<file path="src/rtl/mock_array_pkg.sv">
// Shared widths and the result record used by the mock-array edge adapter.
package mock_array_pkg;
  localparam int WORD_W = 64;
  localparam int RES_W  = 16;

  typedef struct packed {
    logic             err;
    logic [RES_W-1:0] data;
  } res_t;

  localparam int RES_T_W = $bits(res_t);

  // Width of an occupancy counter that must be able to hold the value 'depth'.
  function automatic int cntWidth(input int depth);
    return $clog2(depth + 1);
  endfunction
endpackage

</file>
<file path="src/rtl/element_edge_adapter_if.sv">
// Word stream in, Element edge pair, and result stream out of the edge adapter.
interface element_edge_adapter_if;
  import mock_array_pkg::*;

  logic              in_valid;
  logic              in_ready;
  logic [WORD_W-1:0] in_data;
  logic [WORD_W-1:0] edge_out;
  logic [WORD_W-1:0] edge_in;
  logic              res_valid;
  logic              res_ready;
  logic [RES_W-1:0]  res_data;
  logic              res_err;
  logic              err_seen;

  modport slave (
    input  in_valid, in_data, edge_in, res_ready,
    output in_ready, edge_out, res_valid, res_data, res_err, err_seen
  );

  modport master (
    output in_valid, in_data, edge_in, res_ready,
    input  in_ready, edge_out, res_valid, res_data, res_err, err_seen
  );
endinterface

</file>
<file path="src/rtl/edge_fifo.sv">
// Show-ahead synchronous FIFO; data_o is the head entry whenever empty_o is low.
module edge_fifo #(
  parameter int WIDTH = 64,
  parameter int DEPTH = 4
) (
  input  logic                         clock,
  input  logic                         reset_n,
  input  logic                         push_i,
  input  logic [WIDTH-1:0]             data_i,
  input  logic                         pop_i,
  output logic [WIDTH-1:0]             data_o,
  output logic                         full_o,
  output logic                         empty_o,
  output logic [$clog2(DEPTH+1)-1:0]   count_o
);
  localparam int PW = $clog2(DEPTH);
  localparam int CW = $clog2(DEPTH + 1);

  logic [WIDTH-1:0] mem_q [DEPTH];
  logic [PW-1:0]    wrPtr_q, rdPtr_q;
  logic [CW-1:0]    count_q;
  logic             doPush, doPop;

  assign doPush  = push_i && !full_o;
  assign doPop   = pop_i && !empty_o;
  assign full_o  = (count_q == CW'(DEPTH));
  assign empty_o = (count_q == '0);
  assign count_o = count_q;
  assign data_o  = mem_q[rdPtr_q];

  // Storage carries no reset; the pointers alone decide what is valid.
  always_ff @(posedge clock) begin
    if (doPush) mem_q[wrPtr_q] <= data_i;
  end

  always_ff @(posedge clock or negedge reset_n) begin
    if (!reset_n) begin
      wrPtr_q <= '0;
      rdPtr_q <= '0;
      count_q <= '0;
    end else begin
      if (doPush) wrPtr_q <= wrPtr_q + 1'b1;
      if (doPop)  rdPtr_q <= rdPtr_q + 1'b1;
      case ({doPush, doPop})
        2'b10:   count_q <= count_q + 1'b1;
        2'b01:   count_q <= count_q - 1'b1;
        default: count_q <= count_q;
      endcase
    end
  end
endmodule

</file>
<file path="src/rtl/element_edge_adapter.sv">
// Drives buffered words onto one Element edge and collects the response LATENCY
// cycles later, issuing only while result storage has room for every word in flight.
module element_edge_adapter
  import mock_array_pkg::*;
#(
  parameter int DEPTH     = 4,
  parameter int RES_DEPTH = 4,
  parameter int LATENCY   = 3
) (
  input  logic                   clock,
  input  logic                   reset_n,
  element_edge_adapter_if.slave  bus
);
  localparam int IN_CW  = cntWidth(DEPTH);
  localparam int RES_CW = cntWidth(RES_DEPTH);

  logic [WORD_W-1:0]  inHead;
  logic               inFull, inEmpty, inPush;
  logic [IN_CW-1:0]   inCount;
  logic [RES_T_W-1:0] resHeadBits;
  res_t               resHead, captured;
  logic               resFull, resEmpty, resPop;
  logic [RES_CW-1:0]  resCount;
  logic               issue, capture;

  logic [WORD_W-1:0]  edgeOut_q, edgeOut_d;
  logic [LATENCY:0]   tag_q, tag_d;
  logic [RES_CW-1:0]  inflight_q, inflight_d;
  logic               errSeen_q, errSeen_d;

  assign inPush       = bus.in_valid && !inFull;
  assign bus.in_ready = !inFull;

  edge_fifo #(.WIDTH(WORD_W), .DEPTH(DEPTH)) inFifo (
    .clock   (clock),
    .reset_n (reset_n),
    .push_i  (inPush),
    .data_i  (bus.in_data),
    .pop_i   (issue),
    .data_o  (inHead),
    .full_o  (inFull),
    .empty_o (inEmpty),
    .count_o (inCount)
  );

  assign capture  = tag_q[LATENCY];
  assign captured = '{err: |bus.edge_in[WORD_W-1:RES_W], data: bus.edge_in[RES_W-1:0]};

  edge_fifo #(.WIDTH(RES_T_W), .DEPTH(RES_DEPTH)) resFifo (
    .clock   (clock),
    .reset_n (reset_n),
    .push_i  (capture),
    .data_i  (captured),
    .pop_i   (resPop),
    .data_o  (resHeadBits),
    .full_o  (resFull),
    .empty_o (resEmpty),
    .count_o (resCount)
  );

  assign resHead       = res_t'(resHeadBits);
  assign bus.res_valid = !resEmpty;
  assign bus.res_data  = resEmpty ? '0 : resHead.data;
  assign bus.res_err   = resEmpty ? 1'b0 : resHead.err;
  assign resPop        = !resEmpty && bus.res_ready;
  assign bus.edge_out  = edgeOut_q;
  assign bus.err_seen  = errSeen_q;

  // A result popped this cycle still holds its credit, so the window never overcommits.
  assign issue = !inEmpty &&
                 (({1'b0, resCount} + {1'b0, inflight_q}) < (RES_CW + 1)'(RES_DEPTH));

  always_comb begin
    edgeOut_d  = issue ? inHead : '0;
    tag_d      = {tag_q[LATENCY-1:0], issue};
    inflight_d = inflight_q;
    case ({issue, capture})
      2'b10:   inflight_d = inflight_q + 1'b1;
      2'b01:   inflight_d = inflight_q - 1'b1;
      default: inflight_d = inflight_q;
    endcase
    errSeen_d  = errSeen_q | (capture & captured.err);
  end

  always_ff @(posedge clock or negedge reset_n) begin
    if (!reset_n) begin
      edgeOut_q  <= '0;
      tag_q      <= '0;
      inflight_q <= '0;
      errSeen_q  <= 1'b0;
    end else begin
      edgeOut_q  <= edgeOut_d;
      tag_q      <= tag_d;
      inflight_q <= inflight_d;
      errSeen_q  <= errSeen_d;
    end
  end

  resultNoOverflow: assert property (@(posedge clock) disable iff (!reset_n)
                                     capture |-> !resFull);
  inputCountBound:  assert property (@(posedge clock) disable iff (!reset_n)
                                     inCount <= IN_CW'(DEPTH));
endmodule
</file>
<file path="src/flat_wrapper.sv">
// flat-port wrapper written by rule: the top's interface ports become plain ports
module element_edge_adapter_flat import mock_array_pkg::*;
#(
  parameter int DEPTH     = 4,
  parameter int RES_DEPTH = 4,
  parameter int LATENCY   = 3
)
  (clock, reset_n, bus_in_valid, bus_in_data, bus_edge_in, bus_res_ready, bus_in_ready, bus_edge_out, bus_res_valid, bus_res_data, bus_res_err, bus_err_seen);
  element_edge_adapter_if bus_i ();
  input  logic clock;
  input  logic reset_n;
  input wire logic [$bits(bus_i.in_valid)-1:0] bus_in_valid;
  input wire logic [$bits(bus_i.in_data)-1:0] bus_in_data;
  input wire logic [$bits(bus_i.edge_in)-1:0] bus_edge_in;
  input wire logic [$bits(bus_i.res_ready)-1:0] bus_res_ready;
  output wire logic [$bits(bus_i.in_ready)-1:0] bus_in_ready;
  output wire logic [$bits(bus_i.edge_out)-1:0] bus_edge_out;
  output wire logic [$bits(bus_i.res_valid)-1:0] bus_res_valid;
  output wire logic [$bits(bus_i.res_data)-1:0] bus_res_data;
  output wire logic [$bits(bus_i.res_err)-1:0] bus_res_err;
  output wire logic [$bits(bus_i.err_seen)-1:0] bus_err_seen;
  assign bus_i.in_valid = bus_in_valid;
  assign bus_i.in_data = bus_in_data;
  assign bus_i.edge_in = bus_edge_in;
  assign bus_i.res_ready = bus_res_ready;
  assign bus_in_ready = bus_i.in_ready;
  assign bus_edge_out = bus_i.edge_out;
  assign bus_res_valid = bus_i.res_valid;
  assign bus_res_data = bus_i.res_data;
  assign bus_res_err = bus_i.res_err;
  assign bus_err_seen = bus_i.err_seen;
  element_edge_adapter #(.DEPTH(DEPTH), .RES_DEPTH(RES_DEPTH), .LATENCY(LATENCY)) u_core (.clock(clock), .reset_n(reset_n), .bus(bus_i));
endmodule
</file>
<file path="config.mk">
export PLATFORM = sky130hd
export DESIGN_NAME = element_edge_adapter_flat
export DESIGN_NICKNAME = d
export VERILOG_FILES = /design/src/rtl/mock_array_pkg.sv /design/src/rtl/element_edge_adapter_if.sv /design/src/rtl/edge_fifo.sv /design/src/rtl/element_edge_adapter.sv /design/src/flat_wrapper.sv
export SDC_FILE = /design/constraint.sdc
export NUM_CORES = 1
export LEC_CHECK = 0
export CORE_MARGIN = 5
export CORE_UTILIZATION = 45
export CTS_BUF_LIST = sky130_fd_sc_hd__clkbuf_16
export CTS_CLUSTER_SIZE = 14
export DETAILED_ROUTE_END_ITERATION = 10
export GPL_TIMING_DRIVEN = 0
export PLACE_DENSITY = 0.75
export SLEW_MARGIN = 10
export SYNTH_ARGS = -nofsm -noshare
export SYNTH_HDL_FRONTEND = slang
export SYNTH_SLANG_ARGS = --single-unit
</file>
<file path="constraint.sdc">
create_clock -name clock -period 3.4 [get_ports clock]
set_clock_uncertainty 0.1 [all_clocks]
set_input_delay 0.51 -clock clock [delete_from_list [all_inputs] [get_ports clock]]
set_output_delay 0.51 -clock clock [all_outputs]
set_load 0.05 [all_outputs]
</file>
==> results_dict.tcl <==
set metrics [dict create \
    ant_nets 0 \
    vias 7301 \
    crit_top_cell "buf_6" \
    coreArea_mm2 0.0334 \
    fin_cells 1435 \
    synth_top_area_share_pct 64.3 \
    fin_nets 1101 \
    slew_headroom_pct 39.3 \
    crit_type "flip-flop to output pin" \
    area_growth_pct 27.8 \
    grt_max_degree 49 \
    synth_warnings 0 \
    slew_violations 0 \
    die_h_um 193 \
    wl_per_cell_um 20.9 \
    htreeDepth 2 \
    synth_edf_count 324 \
    finalSetupViolations 0 \
    synthTopCellsByArea "edfxtp_1, dfrtp_1, mux4_2" \
    slowest_stage "clkdlybuf4s50_1" \
    cap_viol_max_count 0 \
    p_leak_nw 6.81 \
    cts_root_buf "clkbuf_16" \
    gp_congestion 0.849 \
    cts_buffers 42 \
    postLayoutCellArea_mm2 0.0193 \
    power.density_mw_per_mm2 890 \
    rows 67 \
    tightest_slew_ns 0.910 \
    critical_path.cell_chain "buf_6 > buf_6 > mux4_2 > and2_1 > clkdlybuf4s50_1" \
    drt-total-wl_um 30000 \
    cts_resized 0 \
    clk_path_buf_depth 3 \
    clk_pin_slew_worst_paths_ns 0.06 \
    fmax_ghz 0.306 \
    antenna_found_initial 3 \
    grt_pass1_wl_um 47300 \
    cts.sinks 410 \
    place_hpwl_um 19100 \
    syn_nets 836 \
    drt_iter0_drc 375 \
    route.detailed.drc 0 \
    drive_gt1_share_pct 17.6 \
    arrival_ns 2.65 \
    chipWidth_um 193 \
    overflow 0 \
    power.total_w 0.0172 \
    grt.total_usage_pct 16.1 \
    diodes 0 \
    ir_drop_mv 0.547 \
    cp-start-kind "flip-flop" \
    min_period_ns 3.26 \
    drt_first_pass_iters 4 \
    crit_required_ns 2.79 \
    clk_latency_ns 0.54 \
    syn_area_per_cell_um2 22.0 \
    synthCells 688 \
    finalCoreUtilization_pct 57.9 \
    final_common_cell "edfxtp_1" \
    grt_pass1_vias 7972 \
    hold_class "flip-flop to flip-flop" \
    dp.cells 1356 \
    port_buffers 215 \
    synth_cell_types 33 \
    most-common-layout-cells "edfxtp_1, clkdlybuf4s50_1, dfrtp_1, mux4_2, nor2b_1" \
    rsz0062_at_grt "false" \
    start_util_pct 45.3 \
    post-route-period-util_pct 96.0 \
    status "finished, final reports clean" \
    crit_fanout 10 \
    via_per_inst 5.09 \
    hold_viol_final 0 \
    ys_seq_elements 410 \
    post_dp_cell_area_mm2 0.0180 \
    synth_top_area_cell "edfxtp_1" \
    yosysSeqAreaShare_pct 78.6 \
    syn_area_mm2 0.0151 \
    cts_tree "built" \
    async_flop_share_pct 21.0 \
    critical-path-max-stage-delay_ns 0.70 \
    die-area_mm2 0.0374 \
    synth_flop_cell "edfxtp_1" \
    io_pins 216 \
    worstSetupEndpointType "output pin" \
]
## cells in the mapped netlist, types with 4 or more instances
| master | number |
|---|---|
| and2_1 | 22 |
| and2b_1 | 6 |
| and3_1 | 4 |
| buf_2 | 8 |
| buf_6 | 8 |
| clkbuf_1 | 7 |
| dfrtp_1 | 86 |
| edfxtp_1 | 324 |
| ha_1 | 13 |
| inv_1 | 13 |
| mux4_2 | 81 |
| nor2_1 | 4 |
| nor2b_1 | 58 |
| nor4_1 | 12 |
| xnor2_1 | 10 |
| xor2_1 | 5 |
## metrics by stage
step           setup TNS (ns)  hold WS, ns  setup slack (ns)
6_report                    0        0.246             0.137
3_5_place_dp                0        0.236             0.345
4_1_cts                     0        0.249            0.0737
5_1_grt                     0        0.252            0.0202
3_3_place_gp          -448.64        0.232             -2.25
2_1_floorplan               0        0.114             0.539
## layer usage
| layer | wire (µm) | part of all wire, % | up-vias | global-route usage, % |
|---|---|---|---|---|
| met5 | 41 | 0.14 | - | 0 |
| met4 | 399 | 1.3 | 6 | 3.36 |
| met3 | 2370 | 7.9 | 44 | 5.55 |
| met2 | 15000 | 50 | 242 | 26.3 |
| met1 | 12200 | 41 | 3755 | 21.4 |
| li1 | - | - | 3254 | - |
## worst max-delay path, delay by kind of cell, from the launching register on
family,cells,cell delay [ns]
buffers and inverters,3,1.08
flip-flops,1,0.34
multiplexers,1,0.52
AND/OR/NAND/NOR,1,0.18
## timing repair
| action | 4_1_cts | 5_1_grt |
|---|---|---|
| endpoints found under the setup margin | 0 | 0 |
| setup buffers | 0 | 0 |
| hold buffers | 1 | 0 |
| hold endpoints to repair | 40 | 0 |
## cell type report
cell class,count,area [µm²]
fill,2482,14000
sequential,410,11900
multi-input combinational,238,3030
timing repair buffer,221,2290
clock buffer,42,1050
tap,448,561
clock inverter,36,275
buffer,27,184
inverter,13,48.8
## worst paths after layout
kind | startpoint | end | slack, ns | cells after the start
worst max-delay path | u_core.resFifo.rdPtr_q[0] | bus_res_data[13] | 0.14 | 5
worst min-delay path | u_core.tag_q[2] | u_core.tag_q[3] | 0.25 | 0
worst max register to register | u_core.resFifo.count_o[2] | u_core.inflight_q[2] | 0.30 | 10
worst min register to register | u_core.tag_q[2] | u_core.tag_q[3] | 0.25 | 0
max in group asynchronous | reset_n | u_core.bus.edge_out[8] | 2.17 | 3
min in group asynchronous | reset_n | u_core.bus.edge_out[32] | 0.40 | 2
## where the power goes
group / switching, W / internal [W]
registers: 0.000297 / 0.00657
clock network: 0.00184 / 0.00250
logic: 0.00342 / 0.00257
## flip-flops by register name, indices dropped and copies added (netlist names), 3 cells and up
name / count
u_core.inflight_q: 3
u_core.inFifo.count_o: 3
u_core.resFifo.mem_q: 68
u_core.resFifo.count_o: 3
u_core.bus.edge_out: 64
u_core.tag_q: 4
u_core.inFifo.mem_q: 256
## kinds of logic after synthesis
group	after synthesis	synth area share (%)
AO/OA/AOI/OAI	2	0.0993
AND/OR/NAND/NOR	119	5.03
adder cells (fa/ha/maj)	16	1.47
XOR/XNOR	15	0.869
multiplexers	86	12.4
flip-flops	410	78.6
buffers and inverters	40	1.54
Note: power is estimated with default switching activity, not from simulation.
